### src/rtl/fifo_arb_pkg.sv
// Shared types and helpers for the FIFO write arbiter and related schedulers.
package fifo_arb_pkg;

    // Arbiter FSM: waiting to arbitrate, or an owner holds the write port.
    typedef enum logic {
        StIdle,
        StGrant
    } arb_state_e;

    // Width of a requester index; never narrower than one bit.
    function automatic int unsigned idx_width(input int unsigned num_req);
        return (num_req > 1) ? $clog2(num_req) : 1;
    endfunction

endpackage

### src/rtl/rr_priority_pick.sv
// Round-robin priority picker: first set request after last_grant, wrapping.
module rr_priority_pick
    import fifo_arb_pkg::*;
#(
    parameter int unsigned NUM_REQ = 4,
    parameter int unsigned IdxW    = idx_width(NUM_REQ)
) (
    input  logic [NUM_REQ-1:0] req,
    input  logic [IdxW-1:0]    last_grant,
    output logic [IdxW-1:0]    winner,
    output logic               any_req
);

    // Scan last_grant+1 .. last_grant+NUM_REQ modulo NUM_REQ; first hit wins.
    always_comb begin
        int unsigned idx;
        winner  = '0;
        any_req = 1'b0;
        idx     = 0;
        for (int unsigned k = 1; k <= NUM_REQ; k++) begin
            idx = (int'(last_grant) + k) % NUM_REQ;
            if (!any_req && req[idx]) begin
                winner  = IdxW'(idx);
                any_req = 1'b1;
            end
        end
    end

endmodule

### src/rtl/fifo_write_arbiter.sv
// Round-robin, burst-bounded arbiter sharing one FIFO write port among requesters.
module fifo_write_arbiter
    import fifo_arb_pkg::*;
#(
    parameter int unsigned NUM_REQ    = 4,
    parameter int unsigned DATA_WIDTH = 8,
    parameter int unsigned MAX_BURST  = 4
) (
    input  logic                          clock,
    input  logic                          reset,
    input  logic [NUM_REQ-1:0]            req,
    input  logic [NUM_REQ*DATA_WIDTH-1:0] req_data,
    output logic [NUM_REQ-1:0]            ack,
    input  logic                          fifo_full,
    output logic                          fifo_write_en,
    output logic [DATA_WIDTH-1:0]         fifo_data_in,
    output logic                          grant_valid,
    output logic [$clog2(NUM_REQ)-1:0]    grant_id
);

    localparam int unsigned IdxW = idx_width(NUM_REQ);
    localparam int unsigned CntW = $clog2(MAX_BURST + 1);

    arb_state_e      state_q, state_d;
    logic [IdxW-1:0] grant_id_q, grant_id_d;
    logic [IdxW-1:0] last_grant_q, last_grant_d;
    logic [CntW-1:0] beat_cnt_q, beat_cnt_d;
    logic            grant_valid_q, grant_valid_d;

    logic [IdxW-1:0] winner;
    logic            any_req;
    logic            owner_req;
    logic            accept;

    rr_priority_pick #(
        .NUM_REQ (NUM_REQ),
        .IdxW    (IdxW)
    ) u_pick (
        .req        (req),
        .last_grant (last_grant_q),
        .winner     (winner),
        .any_req    (any_req)
    );

    // Datapath and handshake: the owner's beat goes straight through when the FIFO has room.
    always_comb begin
        owner_req     = req[grant_id_q];
        accept        = (state_q == StGrant) && owner_req && !fifo_full && !reset;
        ack           = '0;
        fifo_write_en = accept;
        fifo_data_in  = req_data[grant_id_q*DATA_WIDTH +: DATA_WIDTH];
        if (accept) begin
            ack[grant_id_q] = 1'b1;
        end
    end

    // Next-state: arbitrate in idle, count beats and release on drop or burst limit.
    always_comb begin
        state_d       = state_q;
        grant_id_d    = grant_id_q;
        last_grant_d  = last_grant_q;
        beat_cnt_d    = beat_cnt_q;
        grant_valid_d = grant_valid_q;
        unique case (state_q)
            StIdle: begin
                if (any_req) begin
                    state_d       = StGrant;
                    grant_id_d    = winner;
                    grant_valid_d = 1'b1;
                    beat_cnt_d    = '0;
                end
            end
            StGrant: begin
                if (!owner_req) begin
                    state_d       = StIdle;
                    grant_valid_d = 1'b0;
                    last_grant_d  = grant_id_q;
                end else if (accept) begin
                    if (beat_cnt_q == CntW'(MAX_BURST - 1)) begin
                        state_d       = StIdle;
                        grant_valid_d = 1'b0;
                        last_grant_d  = grant_id_q;
                    end else begin
                        beat_cnt_d = beat_cnt_q + 1'b1;
                    end
                end
            end
            default: state_d = StIdle;
        endcase
    end

    // State registers with synchronous reset; requester 0 gets first priority afterwards.
    always_ff @(posedge clock) begin
        if (reset) begin
            state_q       <= StIdle;
            grant_id_q    <= '0;
            last_grant_q  <= IdxW'(NUM_REQ - 1);
            beat_cnt_q    <= '0;
            grant_valid_q <= 1'b0;
        end else begin
            state_q       <= state_d;
            grant_id_q    <= grant_id_d;
            last_grant_q  <= last_grant_d;
            beat_cnt_q    <= beat_cnt_d;
            grant_valid_q <= grant_valid_d;
        end
    end

    assign grant_valid = grant_valid_q;
    assign grant_id    = grant_id_q;

endmodule

### config.mk
export PLATFORM = sky130hd
export DESIGN_NAME = fifo_write_arbiter
export DESIGN_NICKNAME = d
export VERILOG_FILES = /design/src/rtl/fifo_arb_pkg.sv /design/src/rtl/rr_priority_pick.sv /design/src/rtl/fifo_write_arbiter.sv
export SDC_FILE = /design/constraint.sdc
export NUM_CORES = 1
export LEC_CHECK = 0
export BUFFER_PORTS_ARGS = -buffer_cell sky130_fd_sc_hd__buf_2
export CAP_MARGIN = 30
export CELL_PAD_IN_SITES_DETAIL_PLACEMENT = 1
export CELL_PAD_IN_SITES_GLOBAL_PLACEMENT = 1
export CORE_UTILIZATION = 30
export DETAILED_ROUTE_END_ITERATION = 8
export PLACE_DENSITY_LB_ADDON = 0.08
export SYNTH_ARGS = -nofsm -noshare
export SYNTH_HDL_FRONTEND = slang
export SYNTH_SLANG_ARGS = --single-unit
### constraint.sdc
create_clock -name clock -period 2.9 [get_ports clock]
set_clock_uncertainty 0.15 [all_clocks]
set_input_delay 0.58 -clock clock [delete_from_list [all_inputs] [get_ports clock]]
set_output_delay 0.58 -clock clock [all_outputs]
set_load 0.05 [all_outputs]
==> results of run 1 <==
-- cells by family (layout without fill, tap and decap cells) --
logic type / after synthesis / in the layout / synth area share (%)
simple gates: 32 / 32 / 21.9
compound gates: 16 / 16 / 15.1
mux: 12 / 12 / 32.0
flops: 9 / 9 / 22.8
buf+inv: 8 / 63 / 5.07
fa+ha+maj: 2 / 2 / 3.17
-- per-layer routing --
layer / part of all wire (%) / GRT usage [%] / vias to the layer above
li1: - / - / 422
met1: 43 / 18.6 / 413
met2: 48 / 34.2 / 41
met3: 9.7 / 4.89 / 0
met4: 0 / 2.63 / 0
met5: 0 / 0 / -
-- metrics by stage --
stage / setup WS (ns) / utilization (%) / power (W) / hold WS [ns] / area (um^2)
2_1_floorplan: 0.00000200 / - / 0.000339 / 0.286 / 801
3_3_place_gp: 0.531 / 44.1 / 0.000400 / 0.305 / 1090
3_5_place_dp: 0.503 / 44.1 / 0.000404 / 0.324 / 1090
4_1_cts: 0.211 / 45.2 / 0.000502 / 0.336 / 1120
5_1_grt: 0.138 / 45.2 / 0.000526 / 0.349 / 1120
6_report: 0.250 / 45.2 / 0.000495 / 0.335 / 1120
-- critical path, delay by kind of cell (launching register included) --
kind,cells,cell delay [ns]
AND/OR/NAND/NOR,1,0.05
buffers and inverters,2,0.32
multiplexers,1,0.62
flip-flops,1,0.66
-- worst paths after layout --
kind / depth (start not counted) / to / slack (ns) / startpoint
max: 4 / fifo_write_en / 0.25 / grant_id[0]$_SDFFE_PP0P_
max reg2reg: 4 / last_grant_q[0]$_SDFFE_PP1P_ / 0.82 / grant_id[0]$_SDFFE_PP0P_
min: 1 / beat_cnt_q[0]$_SDFFE_PP0P_ / 0.33 / beat_cnt_q[0]$_SDFFE_PP0P_
min reg2reg: 1 / beat_cnt_q[0]$_SDFFE_PP0P_ / 0.33 / beat_cnt_q[0]$_SDFFE_PP0P_
-- cells in the mapped netlist, drive strengths merged, types with 2 or more instances --
cell type / count / share of area, %
dfxtp: 9 / 23
mux4: 9 / 28
nor2: 9 / 4.3
nand2: 7 / 3.3
nand2b: 4 / 3.2
nor3: 4 / 4.0
a21oi: 3 / 1.9
inv: 3 / 1.4
a22oi: 2 / 2.5
a311oi: 2 / 2.2
a31oi: 2 / 1.6
buf: 2 / 2.1
clkbuf: 2 / 0.95
ha: 2 / 3.2
mux2i: 2 / 2.5
o21ai: 2 / 1.3
or3: 2 / 1.6
-- sequential cells by signal (all words and copies together), names as in the netlist --
| name | flops |
|---|---|
| last_grant_q | 2 |
| grant_id | 2 |
| grant_valid | 1 |
| state_q | 1 |
| beat_cnt_q | 3 |
-- power by group through the flow --
stage           Clock, W  Sequential [W]  Combinational [W]
6_report       0.0000958        0.000160           0.000239
5_1_grt         0.000106        0.000164           0.000256
4_1_cts        0.0000998        0.000161           0.000241
3_5_place_dp           0        0.000164           0.000240
3_3_place_gp           0        0.000164           0.000236
2_1_floorplan          0        0.000166           0.000173
-- final cells by class --
| class | count | area, um^2 |
|---|---|---|
| inverters | 4 | 16.3 |
| well taps | 30 | 37.5 |
| repair buffers | 55 | 278 |
| clock inverters | 1 | 5.00 |
| clock buffers | 3 | 22.5 |
| fillers | 317 | 1360 |
| flip-flops and latches | 9 | 180 |
| multi-input cells | 62 | 581 |
==> impl_metrics.ini, run 1 <==
[die]
start_util_pct = 31.9
ios = 55
rows = 18
core-area_um2 = 2480
dieArea_um2 = 2840
die_w_um = 53.3
dieHeight_um = 53.3

[timing]
drv_slew = 0
finalSetupViolCount = 0
tns_ns = 0
fmax_mhz = 377
hold_violations = 0
fin_crit_ns = 2.65
fin_crit_sh_pct = 91.4
grt_setup_unrepaired = false
max-slew-margin-rel_pct = 46.9
tightest_slew_ns = 0.793

[cts]
cts_buffers = 3
cts_resized = 0
cts_root_buffer = clkbuf_4
ctsLongestPathBuffers = 2
hold_buffers = 0
cts_tree = done
clock_latency_ns = 0.26
path_clk_slew_ns = 0.06
post_cts_buffers = 0
cts_sinks = 9
htreeDepth = 1

[detailed_routing]
viasPerCell = 5.34
route.detailed.drc = 0
dr.pass1.iters = 3
vias = 876
ant_nets = 0
routed_wl_um = 2390
drt_iter0_markers = 8
wl_per_cell_um = 14.6

[setup_path]
cp_data_required_time_ns = 2.17
endpoint_kind = output port
slowest_delay_ns = 0.66
crit_type = register to output port
worstPathArrival_ns = 1.92
crit_slowest_cell = dfxtp_1
worstPathMaxFanout = 13
start_kind = register
crit_chain = mux4_2, clkinv_2, nor2_1, buf_2

[power]
swShare_pct = 44.4
seqPwrFrac_pct = 32.4
power.internal_w = 0.000275
p_leak_nw = 0.518
p_clk_share_pct = 19.4
ir_drop_mv = 0.475
power_switching_w = 0.000220
power_frac_comb_pct = 48.2
p_per_area_nw_per_um2 = 442

[logic_synthesis]
syn_avg_cell_area_um2 = 9.99
async_flop_share_pct = 0
synthCells = 79
ys.flop_type = dfxtp_1
ys_seq_area_share_pct = 22.8
ys_ff_latch = 9
syn-num-nets = 120
synthesis.area_um2 = 790
yosys_warnings = 0
synth_edf_count = 0
synth_cell_types = 34

[layout]
antenna_cells = 0
fin_cells = 164
layout_common_cells = buf_2 (54), nor2_1 (9), dfxtp_1 (9), nand2_1 (7), mux4_1 (5)
layout_commonest_cell = buf_2
syn2layout_area_growth_pct = 41.8
fin_nets = 176
drive_gt1_share_pct = 52.2

[worst_hold_path]
hold_class = register to register

[place]
dp_cells = 160
hpwl_um = 1980
gp_congestion = 0.690
numPortBuffers = 54

[status]
status = complete, no violations

[global_route]
grt_pass1_wl_um = 3730
overflow = 0
grt_use_total_pct = 17.6
grt_pass1_vias = 916
antenna_found_initial = 0
grt_max_degree = 16

[run]
cap_violations = 0
Note: power is estimated with default switching activity, not from simulation.
==> inputs of run 2 (changes only) <==
CORE_UTILIZATION = 25   (was 30)
clock period = 2.2 ns   (was 2.9 ns; I/O delays follow)
==> run 2 against run 1 <==
Net effect: register-to-register slack lost 0.43 ns; combinational power up 52%; first-iteration DRC count grew to 4.3 times the previous value; hold slack got worse by 0.011 ns; cell area increased by 10%; via count grew 3.4%; global-route usage shrank 1.8 points.
==> impl_metrics.ini, run 2 (synthesized netlist as in run 1, its figures left out) <==
[status]
status = complete, no violations

[global_route]
overflow = 0
grt_pass1_vias = 886
grt_pass1_wl_um = 4010
antenna_found_initial = 0
grt_use_total_pct = 15.8
grt_max_degree = 11

[setup_path]
critPathLaunch = grant_id[0]$_SDFFE_PP0P_
crit_type = register to output port
crit_buf_inv = 2
r2r_slack_ns = 0.39
endpoint = fifo_data_in[1]
worstPathArrival_ns = 1.54
rr_startpoint = grant_id[0]$_SDFFE_PP0P_
endpoint_kind = output port
start_kind = register
worstPathMaxFanout = 6
cp_data_required_time_ns = 1.61
worst-path-stages = 3
crit_family = multiplexers
slowest_delay_ns = 0.53
worstRegToRegCells = 5
crit_slowest_cell = mux4_1
crit_chain = buf_4, mux4_1, buf_2
rr_endpoint = last_grant_q[0]$_SDFFE_PP1P_

[timing]
whs_ns = 0.324
drv_slew = 0
tightest_slew_ns = 0.805
fmax_mhz = 470
fin_crit_ns = 2.13
grt_setup_unrepaired = false
hold_violations = 0
max-slew-margin-rel_pct = 46.1
fin_crit_sh_pct = 96.7
finalSetupViolCount = 0

[place]
place_area_um2 = 1150
dp_cells = 177
hpwl_um = 1980
gp_congestion = 0.753
numPortBuffers = 54

[detailed_routing]
dr.pass1.iters = 4
route.detailed.drc = 0
viasPerCell = 4.84
vias = 906
wl_per_cell_um = 13.4
drt_iter0_markers = 34
routed_wl_um = 2510
ant_nets = 0

[die]
start_util_pct = 26.1
rows = 20
dieHeight_um = 58.2
dieArea_um2 = 3390
ios = 55
die_w_um = 58.2
core-area_um2 = 3030

[power]
p_leak_nw = 0.565
p_per_area_nw_per_um2 = 566
ir_drop_mv = 0.362
finalPower_w = 0.000699

[worst_hold_path]
worstHoldStart = reset
hold_depth = 2
hold_class = input port to register

[run]
cap_violations = 0

[layout]
antenna_cells = 0
fin_nets = 185
drive_gt1_share_pct = 58.0
fin_cells = 187
layout_common_cells = buf_2 (52), buf_4 (12), nor2_1 (8), nand2_1 (7), dfxtp_1 (7)
largest_register_ffs = 3
syn2layout_area_growth_pct = 56.4
regMostFlops = beat_cnt_q
layout_commonest_cell = buf_2
final_cell_area_um2 = 1230

[cts]
clock_latency_ns = 0.26
path_clk_slew_ns = 0.06
cts_sinks = 9
cts_buffers = 3
cts_tree = done
cts_root_buffer = clkbuf_4
ctsLongestPathBuffers = 2
htreeDepth = 1
-- run 2: layer usage --
metal | global-route usage (%) | routed length [um] | vias up
li1 | - | - | 436
met1 | 17.7 | 1040 | 425
met2 | 28.6 | 1250 | 43
met3 | 3.35 | 202 | 2
met4 | 7.14 | 17 | 0
met5 | 0 | 0 | -
-- run 2: metrics by stage --
step | utilization, % | setup TNS (ns) | setup slack, ns
after floorplan | - | -0.303 | -0.254
after global placement | 38.1 | 0 | 0.168
after detailed placement | 38.1 | 0 | 0.143
after CTS | 40.1 | 0 | 0.0390
after global routing | 40.8 | 0 | 0.00903
final | 40.8 | 0 | 0.0733
-- run 2: cell type report --
cell class,instances,area [um^2]
clock buffers,3,22.5
clock inverters,1,5.00
fillers,375,1790
inverters,4,17.5
multi-input cells,62,599
flip-flops and latches,9,185
well taps,44,55.1
repair buffers,64,350
-- run 2: how the worst min path moves through the flow --
stage,slack [ns],end
after floorplan,0.29,beat_cnt_q[0]$_SDFFE_PP0P_
after global placement,0.31,beat_cnt_q[0]$_SDFFE_PP0P_
after detailed placement,0.33,beat_cnt_q[0]$_SDFFE_PP0P_
after CTS,0.32,grant_id[0]$_SDFFE_PP0P_
after global routing,0.34,grant_id[1]$_SDFFE_PP0P_
final,0.32,grant_id[0]$_SDFFE_PP0P_
-- run 2: what timing repair did --
item / in CTS / in global routing
setup buffers: 4 / 2
setup endpoints to repair: 4 / 2
hold buffers: 0 / 0
resized for setup: 1 / 5
-- run 2: where the power goes --
group	internal (W)	switching (W)
Sequential	0.000178	0.0000256
Clock	0.0000672	0.0000652
Combinational	0.000145	0.000217
==> inputs of run 3 (changes only) <==
CORE_ASPECT_RATIO = 1.5   (was not set)
==> run 3 against run 2 <==
Net effect: die area is 0.14% higher; cell count is 4.3% lower; hold slack worse by 0.0091 ns; largest cell class unchanged; critical path type unchanged.
==> impl_metrics.ini, run 3 (synthesized netlist as in run 1, its figures left out) <==
[timing]
fin_crit_ns = 2.13
finalSetupViolCount = 0
hold_violations = 0
max-slew-margin-rel_pct = 49.6
layout_setup_ws_ns = 0.0699
tightest_slew_ns = 0.753
tns_ns = 0
drv_slew = 0
grt_setup_unrepaired = false
fin_crit_sh_pct = 96.8
fmax_mhz = 469

[setup_path]
crit_slowest_cell = mux4_2
crit_buf_inv = 2
cp_data_required_time_ns = 1.61
crit_type = register to output port
rr_startpoint = grant_id[0]$_SDFFE_PP0P_
endpoint = fifo_write_en
crit_chain = mux4_2, clkinv_2, nor2_1, buf_2
worstPathMaxFanout = 6
worst-path-stages = 4
crit_family = multiplexers
slowest_delay_ns = 0.56
r2r_slack_ns = 0.39
start_kind = register
rr_endpoint = last_grant_q[0]$_SDFFE_PP1P_
critPathLaunch = grant_id[0]$_SDFFE_PP0P_
worstPathArrival_ns = 1.54
endpoint_kind = output port
worstRegToRegCells = 4

[layout]
drive_gt1_share_pct = 56.4
syn2layout_area_growth_pct = 56.1
layout_commonest_cell = buf_2
fin_nets = 182
regMostFlops = beat_cnt_q
final_cell_area_um2 = 1230
largest_register_ffs = 3
layout_common_cells = buf_2 (54), nor2_1 (8), nand2_1 (7), dfxtp_1 (7), buf_4 (6)
antenna_cells = 0

[die]
dieHeight_um = 70.8
core-area_um2 = 2940
ios = 55
dieArea_um2 = 3390
rows = 24
start_util_pct = 26.8
die_w_um = 47.9

[power]
seqPwrFrac_pct = 28.2
ir_drop_mv = 0.350
p_clk_share_pct = 25.4
swShare_pct = 40.7
power_switching_w = 0.000304
p_per_area_nw_per_um2 = 606
power_frac_comb_pct = 46.4
power.internal_w = 0.000443
p_leak_nw = 0.557

[cts]
cts_buffers = 3
cts_tree = done
clock_latency_ns = 0.23
cts_root_buffer = clkbuf_8
cts_sinks = 9
hold_buffers = 0
htreeDepth = 1
path_clk_slew_ns = 0.04
ctsLongestPathBuffers = 2

[place]
gp_congestion = 0.698
dp_slack_ns = 0.141
place_area_um2 = 1150
numPortBuffers = 54
hpwl_um = 2090

[detailed_routing]
ant_nets = 0
routed_wl_um = 2550
vias = 903
drt_iter0_markers = 13
wl_per_cell_um = 14.2
route.detailed.drc = 0
dr.pass1.iters = 4
viasPerCell = 5.04

[global_route]
grt_use_total_pct = 14.1
antenna_found_initial = 0
grt_max_degree = 16
grt_pass1_wl_um = 3560
grt_pass1_vias = 866
overflow = 0

[status]
status = complete, no violations

[run]
cap_violations = 0

[worst_hold_path]
hold_class = register to register
[run 3: area by class of cell]
class,count,area [um^2]
Clock buffer,4,45.0
Fill cell,367,1710
Inverter,4,16.3
Multi-Input combinational cell,62,599
Sequential cell,9,188
Tap cell,39,48.8
Timing Repair Buffer,61,335
[run 3: stage by stage]
stage,total power [W],utilization [%],hold slack [ns],cells
floorplan,0.000451,-,0.286,79
CTS,0.000737,40.6,0.326,176
detailed placement,0.000544,39.0,0.316,172
global placement,0.000539,39.0,0.298,172
global route,0.000789,41.9,0.355,179
finish,0.000747,41.9,0.315,179
[run 3: how the worst min path moves through the flow]
| stage | from | slack [ns] | cells after the start | to |
|---|---|---|---|---|
| after detailed placement | beat_cnt_q[0]$_SDFFE_PP0P_ | 0.32 | 1 | beat_cnt_q[0]$_SDFFE_PP0P_ |
| after floorplan | beat_cnt_q[0]$_SDFFE_PP0P_ | 0.29 | 1 | beat_cnt_q[0]$_SDFFE_PP0P_ |
| after CTS | beat_cnt_q[0]$_SDFFE_PP0P_ | 0.33 | 1 | beat_cnt_q[0]$_SDFFE_PP0P_ |
| after global placement | beat_cnt_q[0]$_SDFFE_PP0P_ | 0.30 | 1 | beat_cnt_q[0]$_SDFFE_PP0P_ |
| final | beat_cnt_q[0]$_SDFFE_PP0P_ | 0.31 | 1 | beat_cnt_q[0]$_SDFFE_PP0P_ |
| after global routing | beat_cnt_q[0]$_SDFFE_PP0P_ | 0.35 | 1 | beat_cnt_q[0]$_SDFFE_PP0P_ |
[run 3: power by group through the flow]
stage                     logic [W]  registers [W]  clock network, W
after detailed placement   0.000328       0.000216                 0
after global routing       0.000371       0.000214          0.000204
final                      0.000346       0.000211          0.000190
after global placement     0.000324       0.000215                 0
after floorplan            0.000231       0.000220                 0
after CTS                  0.000329       0.000214          0.000194
[run 3: layer usage]
metal | track usage (%) | wire [um] | part of all wire (%) | up-vias
li1 | - | - | - | 431
met1 | 12.6 | 882 | 35 | 426
met2 | 28.7 | 1430 | 56 | 44
met3 | 3.32 | 220 | 8.6 | 2
met4 | 2.78 | 12 | 0.47 | 0
met5 | 0 | 0 | 0 | -
[run 3: timing repair]
item | 4_1_cts | 5_1_grt
pin swaps | 0 | 0
resized for setup | 1 | 1
hold endpoints to repair | 0 | 0
setup buffers | 0 | 3
endpoints found under the setup margin | 4 | 1
